`config.mk`:
```
export PLATFORM = sky130hd
export DESIGN_NAME = alu_result_buffer
export DESIGN_NICKNAME = d
export VERILOG_FILES = /design/src/rtl/alu_result_buffer.sv
export SDC_FILE = /design/constraint.sdc
export NUM_CORES = 1
export LEC_CHECK = 0
export CORE_MARGIN = 10
export CORE_UTILIZATION = 45
export DETAILED_ROUTE_END_ITERATION = 10
export PLACE_DENSITY = 0.8
export RECOVER_POWER = 50
export SYNTH_ARGS = -nofsm -noshare
export SYNTH_HDL_FRONTEND = slang
export SYNTH_SLANG_ARGS = --single-unit
```
`constraint.sdc`:
```
create_clock -name CLK -period 10.25 [get_ports CLK]
set_input_delay 3.075 -clock CLK [delete_from_list [all_inputs] [get_ports CLK]]
set_output_delay 3.075 -clock CLK [all_outputs]
set_load 0.01 [all_outputs]
```
`src/rtl/alu_result_buffer.sv`:
```
// alu_result_buffer
//   First-word-fall-through buffer for ALU results awaiting writeback. Each
//   entry holds {BusW, Zero, Rd, RegWrite}. RegWrite is forced to 0 on entry
//   when Rd addresses register 31 (XZR).
//
//   Optional feature (macro ALU_RESULT_FWD_EN): combinational forwarding lookup.
//   FwdHit/FwdData report the youngest occupied entry that writes FwdRn.
//   Without the macro, FwdHit/FwdData are tied to 0 and FwdRn is ignored.
//
// Ports
//   CLK, Reset                  clock; synchronous active-high reset
//   InValid/InReady             push handshake; InReady depends on state only
//   BusW, Zero, Rd, RegWrite    incoming ALU result
//   OutValid/OutReady           pop handshake for the head entry
//   OutBusW/OutZero/OutRd/OutRegWrite  head entry fields; 0 while empty
//   Count                       number of occupied entries
//   FwdRn, FwdHit, FwdData      forwarding lookup

module alu_result_buffer #(
  parameter int unsigned DEPTH = 4,
  parameter int unsigned RW    = 5
) (
  input  logic                     CLK,
  input  logic                     Reset,
  input  logic                     InValid,
  output logic                     InReady,
  input  logic [63:0]              BusW,
  input  logic                     Zero,
  input  logic [RW-1:0]            Rd,
  input  logic                     RegWrite,
  output logic                     OutValid,
  input  logic                     OutReady,
  output logic [63:0]              OutBusW,
  output logic                     OutZero,
  output logic [RW-1:0]            OutRd,
  output logic                     OutRegWrite,
  output logic [$clog2(DEPTH):0]   Count,
  input  logic [RW-1:0]            FwdRn,
  output logic                     FwdHit,
  output logic [63:0]              FwdData
);

  localparam int unsigned PW = $clog2(DEPTH);
  localparam int unsigned CW = PW + 1;
  localparam logic [CW-1:0] FullCount = CW'(DEPTH);

  logic [63:0]   busw_q  [DEPTH];
  logic          zero_q  [DEPTH];
  logic [RW-1:0] rd_q    [DEPTH];
  logic          regw_q  [DEPTH];

  logic [PW-1:0] wr_ptr_q, rd_ptr_q;
  logic [CW-1:0] count_q;

  logic push, pop;
  logic regw_in;

  assign InReady  = (count_q < FullCount);
  assign OutValid = (count_q != '0);
  assign Count    = count_q;

  assign push = InValid && InReady;
  assign pop  = OutValid && OutReady;

  // Writes to XZR are never written back.
  assign regw_in = RegWrite && (Rd != '1);

  always_ff @(posedge CLK) begin
    if (Reset) begin
      wr_ptr_q <= '0;
      rd_ptr_q <= '0;
      count_q  <= '0;
    end else begin
      if (push) begin
        busw_q[wr_ptr_q] <= BusW;
        zero_q[wr_ptr_q] <= Zero;
        rd_q[wr_ptr_q]   <= Rd;
        regw_q[wr_ptr_q] <= regw_in;
        wr_ptr_q         <= wr_ptr_q + PW'(1);
      end
      if (pop) begin
        rd_ptr_q <= rd_ptr_q + PW'(1);
      end
      if (push && !pop) begin
        count_q <= count_q + CW'(1);
      end else if (pop && !push) begin
        count_q <= count_q - CW'(1);
      end
    end
  end

  // Head fields are masked so stale storage never leaks out while empty.
  always_comb begin
    OutBusW     = '0;
    OutZero     = 1'b0;
    OutRd       = '0;
    OutRegWrite = 1'b0;
    if (OutValid) begin
      OutBusW     = busw_q[rd_ptr_q];
      OutZero     = zero_q[rd_ptr_q];
      OutRd       = rd_q[rd_ptr_q];
      OutRegWrite = regw_q[rd_ptr_q];
    end
  end

`ifdef ALU_RESULT_FWD_EN
  // Walk from oldest to youngest; a later match overrides an earlier one so
  // the youngest matching entry wins. Same-cycle pushes are not visible.
  always_comb begin
    logic [PW-1:0] idx;
    idx     = '0;
    FwdHit  = 1'b0;
    FwdData = '0;
    for (int unsigned i = 0; i < DEPTH; i++) begin
      idx = rd_ptr_q + PW'(i);
      if ((CW'(i) < count_q) && regw_q[idx] && (rd_q[idx] == FwdRn)) begin
        FwdHit  = 1'b1;
        FwdData = busw_q[idx];
      end
    end
  end
`else
  logic unused_fwd_rn;
  assign unused_fwd_rn = ^FwdRn;
  assign FwdHit        = 1'b0;
  assign FwdData       = '0;
`endif

endmodule

```
=== Word level (Yosys, flattened, before mapping) ===
Memories as Yosys holds them, arrays and structs flattened. A register that Yosys moved wholly into a read port is not among the register bits.
Cells that the tools add are included.

* Add/sub/neg operators: 4
* Magnitude comparators: 1
* Eq/ne operators: 1
* Mux-type cells: 17
* Reductions and logical operators: 9

{| class="wikitable"
|+ Operator list
! operator !! count
|-
| 64-bit 2-to-1 mux || 1
|-
| 2-bit 2-to-1 mux || 8
|-
| 3-bit 2-to-1 mux || 2
|-
| 1-bit logical AND || 5
|-
| 1-bit 2-to-1 mux || 5
|-
| 5-bit 2-to-1 mux || 1
|-
| 5-bit inequality test (second input constant) || 1
|-
| 2-bit by 1-bit adder with 2-bit output (second input constant) || 2
|-
| 3-bit by 1-bit adder with 3-bit output (second input constant) || 1
|-
| 3-bit < comparator (second input constant) || 1
|-
| 3-bit nonzero test || 1
|-
| 3-bit by 1-bit subtractor with 3-bit output (second input constant) || 1
|-
| 1-bit zero test || 2
|-
| 2-bit nonzero test || 1
|}

* Register bits after elaboration: 7
* Memory bits (writable): 284
* Output and inout bits: 141
* Logic and storage cells: 39
* Memories: 4

{| class="wikitable"
|+ Memories
! name !! depth !! width !! read ports !! clocked after Yosys merged registers in !! write ports !! line !! source
|-
| busw_q || 4 || 64 || 1 || 1 || 1 || 47 || <nowiki>logic [63:0] busw_q [DEPTH];</nowiki>
|-
| rd_q || 4 || 5 || 1 || 1 || 1 || 49 || <nowiki>logic [RW-1:0] rd_q [DEPTH];</nowiki>
|-
| regw_q || 4 || 1 || 1 || 1 || 1 || 50 || <nowiki>logic regw_q [DEPTH];</nowiki>
|-
| zero_q || 4 || 1 || 1 || 1 || 1 || 48 || <nowiki>logic zero_q [DEPTH];</nowiki>
|}

=== Logic depth before layout (Yosys ltp) ===
* Word-level depth: 6
* Mapped depth: 7
* Gate-level depth less buffers: 7

=== Least setup slack after synthesis ===
No wires, ideal clock.

* Path kind: in2reg
* Start: in InValid
* End: mem busw_q[0][0], enable pin
* Setup time: 437 ps
* Data arrival time: 5,264 ps
* Slack: 4,549 ps
* Cell stages on the path: 3
* Path buffers: 0
* Cells stage by stage: nor2b_1 -> nor2b_1 -> and2_1

* Cells in the longest elaborated chain, start to end: 4

{| class="wikitable"
|+ Ends and longest elaborated chain
! element !! line !! source
|-
| from (decl) || 25 || <nowiki>input logic InValid,</nowiki>
|-
| 1-bit logical AND || 62 || <nowiki>assign push = InValid && InReady;</nowiki>
|-
| 1-bit 2-to-1 mux || 74 || <nowiki>if (push) begin</nowiki>
|-
| 1-bit 2-to-1 mux || 69 || <nowiki>if (Reset) begin</nowiki>
|-
| 1-bit 2-to-1 mux (not written as such) || 75 || <nowiki>busw_q[wr_ptr_q] <= BusW;</nowiki>
|-
| to (decl) || 47 ||
|}

Every way passes these cells.

=== Worst setup path after layout ===
* Start: in InValid
* End: mem busw_q[1][29], enable pin

* Cells in the longest elaborated chain, start to end: 4

{| class="wikitable"
|+ Ends and longest elaborated chain
! element !! line !! source
|-
| 1-bit logical AND || 62 ||
|-
| named net push || 55 || <nowiki>logic push, pop;</nowiki>
|-
| 1-bit 2-to-1 mux || 74 ||
|-
| 1-bit 2-to-1 mux || 69 ||
|-
| 1-bit 2-to-1 mux (not written as such) || 75 ||
|}

The timed path passes the listed nets, and every way through them passes these cells.

==> summary.txt <==
Run status
  • Status: complete, but fails checks
  • Failing checks: max-capacitance violations, max-slew violations

Yosys
  • Most used flip-flop cell after synthesis: edfxtp_1
  • Simple-Gate Fraction of Synth Area: about 4.5%
  • Post-Synth XOR/XNOR Area: less than 1%
  • Synthesized area: 11,800 um^2
  • Average cell area after synthesis: about 21 um^2
  • Synth async-reset ratio: 0%
  • Synthesis Warnings: 0
  • Top cell type's share of synthesized area: about 73%
  • Post-synth EDFFs: 284
  • Syn Inst Count: between 500 and 600
  • Largest family of logic cells by synthesized area: multiplexers
  • Mux share of post-synthesis cell area: approximately 14%
  • Seq/Total Area, Yosys: 74.1%
  • Top-count cell post-synth: edfxtp_1
  • Compound-gate portion of the synthesized area: less than 1%
  • Synth Register Bits: between 200 and 300
  • Main area contributors after synthesis: edfxtp_1, mux4_2, buf_4, and2_1, dfxtp_1
  • Post-synthesis cell type count: 28
  • Post-Synth Adder-Cell Area: less than 1%
  • Yosys top cell by area: edfxtp_1
  • Synth top cells by count: edfxtp_1, and2_1, mux4_2

Critical path
  • Crit path DAT: 6720 ps
  • R2R cell count: 4
  • Buffers plus inverters on the worst setup path: 2
  • Crit path cell chain: dlygate4sd3_1 > nor2b_1 > nor2b_1 > and2_0 > buf_4
  • CP endpoint kind: flop
  • Critical Path RT: between 10,000 and 15,000 ps
  • Reg-to-Reg Start: Count[2]
  • Worst setup SP type: primary input
  • FF-to-FF End: busw_q[1][29]
  • Worst-path fanout max: 44
  • Worst setup path class: primary input to flop
  • CP max stage cell: and2_0
  • CP most frequent cell: nor2b_1
  • CP max stage delay: 1650 ps
  • FF-to-FF setup slack: approximately 6400 ps
  • CP delay by family, top: simple AND/OR/NAND/NOR gates
  • Critical Path Stages: 5

Timing
  • Setup-failing EPs final: 0
  • Tmin final: 6550 ps
  • Fmax: 153 MHz
  • Max Clock Skew: between 15 and 20 ps
  • RSZ-0062 raised after global routing: false
  • Hold Fails Final Rpt: 0
  • Tcrit/Tclk final: 63.9%
  • Slew headroom: -46.5%
  • Worst Tran Pin Value: approximately 2200 ps
  • Slew Limit Fails: a little under 60
  • Fin Setup TNS: 0 ps

Global route
  • Vias in the first global route: 6,176
  • Met2 Usage GRT: roughly 22%
  • Routing usage on met3: between 5 and 6%
  • Most crowded layer after global routing: met2
  • First-pass GRT wire length: ~36,000 um
  • Antenna violations before repair: 7
  • Met1 Use GR: between 15 and 20%
  • Largest net degree at the start of global routing: 73
  • GR Overflow Total: 0
  • GRT Util Overall: ~14%

Cells and area
  • Final instance area: 14,300 um^2
  • Utilization after layout: a little under three fifths
  • Syn-to-layout area delta: 21.7%
  • Share of post-route cells with drive strength above 1: about 17%
  • Layout Nets: roughly 800

Placement
  • Area after DPL: 13,300 um^2
  • Placer Congestion: ~0.66
  • DP Wirelength: about 14,000 um
  • I/O Buffers: 150

Clock tree
  • CTS tree: yes
  • Total CTS buffers: 31
  • Longest Clk Path Bufs: 3
  • H-tree levels: 1
  • Post-CTS sizing: 0
  • Post-CTS Setup Repair Bufs: 0
  • Worst-skew pair later-pin latency: roughly 550 ps
  • # hold bufs at CTS: 0
  • CTS sink count: between 200 and 300
  • CTS clock-pin slew for the worst setup and hold paths: ~60 ps
  • Clock root cell: clkbuf_16

Power
  • Leak: about 4.7 nW
  • Peak supply drop: just over 200 uV
  • Pwr dens: roughly 250 nW/um^2

Routing
  • Via count: about 5,500
  • First drt pass iteration count: 4
  • Per-cell routed wire length: ~21 um
  • Routed Antenna Nets: 0
  • DRC: 0
  • Final WL: 22,600 um
  • Detailed Route Iter0 Violations: ~320
  • Vias per cell: 5.01

Hold path
  • Worst hold path cell count: 2
  • Worst Hold Launch: rd_ptr_q[1]
  • Worst Hold Class: flop to flop

Run
  • Max cap viols: 2

Die
  • Initial Util: a little under half
  • Die Height: 182 um
  • Die area: approximately 33,000 um^2
  • Core area: 25,900 um^2
  • Chip width: roughly 180 um
  • Std-Cell Rows: a little under 60
  • I/O pin cnt: between 200 and 250
[layer usage]
layer | up-vias | part of all wire, %
li1 | 2433 | -
met1 | 2772 | 39
met2 | 213 | 48
met3 | 41 | 9.9
met4 | 6 | 1.9
met5 | - | 0.19
[cell type report]
cell class              count  area [um^2]
flip-flops and latches    293         8720
diodes                      4         10.0
clock buffers              38          832
fillers                  1963        11600
well taps                 335          419
repair buffers            157         1550
clock inverters            18          195
inverters                   4         15.0
multi-input cells         242         2560
[layout by cell type, fill, tap and decap left out, types with 2 or more instances in the layout]
cell / synthesis / routed
clkdlybuf4s50_1: 0 / 78
mux4_2: 70 / 70
dfxtp_1: 9 / 7
xor2_1: 4 / 4
and2_0: 0 / 2
nor2b_1: 2 / 2
clkinv_1: 0 / 4
clkbuf_1: 8 / 4
ha_1: 5 / 5
diode_2: 0 / 4
clkbuf_16: 0 / 31
bufinv_16: 0 / 4
buf_4: 65 / 7
clkinv_4: 0 / 2
inv_1: 4 / 4
edfxtp_1: 284 / 284
dlygate4sd3_1: 0 / 72
clkbuf_8: 0 / 3
and2_4: 0 / 2
conb_1: 1 / 65
and2_1: 75 / 71
dfxtp_4: 0 / 2
mux2i_1: 2 / 2
nor2_1: 7 / 7
clkinv_2: 0 / 7
[per-stage QoR]
| stage | hold slack, ps | total power [mW] | cells | setup slack (ps) |
|---|---|---|---|---|
| 2_1_floorplan | 485 | 2.08 | 629 | 4550 |
| 3_3_place_gp | 501 | 2.47 | 1031 | 4200 |
| 3_5_place_dp | 518 | 2.48 | 1031 | 4190 |
| 4_1_cts | 542 | 3.59 | 1087 | 3620 |
| 5_1_grt | 594 | 3.69 | 1091 | 3380 |
| 6_report | 536 | 3.52 | 1091 | 3700 |
[how the worst max path moves through the flow]
stage	startpoint	end	slack (ps)
floorplan	InValid	busw_q[0][0]	4550
global placement	flop	OutBusW[9]	4200
detailed placement	flop	OutBusW[38]	4190
CTS	flop	OutBusW[38]	3620
global route	InValid	busw_q[1][23]	3380
finish	InValid	busw_q[1][29]	3700
[state kept, by name, summed over array words and instances, names as in the netlist, named ones only]
name      flops
zero_q        4
regw_q        4
busw_q      256
rd_ptr_q      2
Count         3
rd_q         20
wr_ptr_q      2
[worst register-to-register path: stages (launching register included)]
cell,delay (ps)
dfxtp_1,370
nor2b_1,360
nor2b_1,300
and2_0,1650
buf_4,780
[cell families (layout without fill, tap and decap cells)]
| kind of cell | after synthesis | in the layout |
|---|---|---|
| and+or+nand+nor | 88 | 88 |
| xor gates and xnor gates | 5 | 5 |
| adders and majority gates | 6 | 6 |
| DFF | 293 | 293 |
| AOI/OAI and AO/OA | 5 | 5 |
| other | 1 | 69 |
| buffers and inverters | 94 | 217 |
| muxes | 73 | 73 |
[where the power goes]
group	internal [mW]	switching (mW)	total [mW]
sequential	1.40	0.0737	1.47
combinational	0.541	0.403	0.944
clock	0.673	0.430	1.10
(Power assumes the default switching activity.)
==> RTL edit (config.mk and constraints unchanged) <==
Add a define of `ALU_RESULT_FWD_EN`.
--- a/src/rtl/alu_result_buffer.sv
+++ b/src/rtl/alu_result_buffer.sv
@@ -15,6 +15,8 @@
 //   OutBusW/OutZero/OutRd/OutRegWrite  head entry fields; 0 while empty
 //   Count                       number of occupied entries
 //   FwdRn, FwdHit, FwdData      forwarding lookup
+
+`define ALU_RESULT_FWD_EN
 
 module alu_result_buffer #(
   parameter int unsigned DEPTH = 4,
Check against the original RTL: not equivalent (a bounded check fails within 4 cycles, from zero or initial values and one cycle with Reset high).
==> RTL edit against the original RTL <==
Sequential share of layout area shrank 21 points. Sequential cell count unchanged. First-iteration DRC count rose to 5.1 times the old value. Critical path depth grew 3. The flow still finishes with violations (capacitance limit, slew limit). Wire length increased by 130%. Total power is 40% higher. Sequential power up 7%. Worst setup slack got worse by 2.8 ns. Largest power group is now combinational logic. Area after synthesis up 54%. Final area up 52%. Via count is 150% higher.
==> RTL edit: results (changes against the original RTL) <==
* Max Cap Viol at 3 (+1)
* Psw at 1703 µW (+88%)
* Adder-cell share of the synthesized area at 0.6230% (-0.080 points)
* Drt first pass iters at 7 (+3)
* Synth Area in Compound Gates at 9.532% (+9.2 points)
* CP peak stage delay at 0.78 ns (-0.87 ns)
* Achievable Freq at 0.1067 GHz (-30%)
* Crit path to: FwdData[54]
* XOR/XNOR share of the synthesized area at 1.211% (+0.84 points)
* Hold_ws at 0.5576 ns (+0.02146 ns)
* Post-route insts no fill at 2083 (+91%)
* Status: complete, but fails checks
* Worst reg2reg endpoint: busw_q[3][15]
* Failing checks: capacitance limit, slew limit
* Fin Clk Skew at 0.01702 ns (+0.0002714 ns)
* Slew HR at -91.95% (-45 points)
* Wire length on met3 at 4.950 mm (+120%)
* Antenna violations before repair at 13 (+6)
* P_leak at 0.006374 µW (+36%)
* GRT Util Overall at 21.24% (+7.7 points)
* R2r setup slk at 5.88 ns (-0.50 ns)
* Gpl congestion at 0.8125 (+23%)
* CP arrival at 6.29 ns (-0.43 ns)
* Mux share of post-synthesis cell area at 26.52% (+13 points)
* Slew Limit Fails at 100 (+72%)
* Crit Path Max Fanout at 24 (-45%)
* Hold_sp: Count[2]
* Final wirelength at 52.66 mm (+130%)
* Share of cells above drive strength 1 at 19.82% (+2.5 points)
* Yosys cell types at 38 (+36%)
* Top routing layer used: met4
* Starting DRC count in detailed routing at 1625 (+410%)
* Critical Path Start: FwdRn[0]
* CTS H-tree lvls at 2 (+1)
* Drt via density at 6.540 (+31%)
* Share of the yosys chip area belonging to registers at 48.18% (-26 points)
* Synth cell count leaders: edfxtp_1 (284), mux4_2 (151), o211ai_1 (98)
* Clock buffer count from CTS at 34 (+9.7%)
* Placed cell area at 20580 µm² (+55%)
-- RTL edit: cell type report --
class / count / area share [%]
antenna: 14 / 0.1616
clock buffer: 43 / 4.375
clock inverter: 15 / 0.5426
inverter: 5 / 0.08659
multi-input combinational: 945 / 40.31
sequential: 293 / 40.24
tap: 525 / 3.030
timing repair buffer: 243 / 11.24
-- RTL edit: layer usage --
layer	global-route usage, %	up-vias
met5	0	-
met4	10.98	0
met3	4.465	134
met2	34.10	797
met1	26.81	6825
li1	-	5866
-- RTL edit: worst max-delay path: cells and delay by family --
family                 cells  cell delay [ns]
buffers and inverters      3             1.70
AND/OR/NAND/NOR            2             0.98
AO/OA/AOI/OAI              2             0.35
XOR/XNOR                   1             0.17
-- RTL edit: logic make-up (layout without fill, tap and decap cells) --
group                    Yosys count  in the layout
buffers and inverters            151            306
AND/OR/NAND/NOR                  363            363
other                              0             14
flip-flops                       293            293
adder cells (fa/ha/maj)            9              9
AO/OA/AOI/OAI                    266            266
XOR/XNOR                          25             25
multiplexers                     282            282
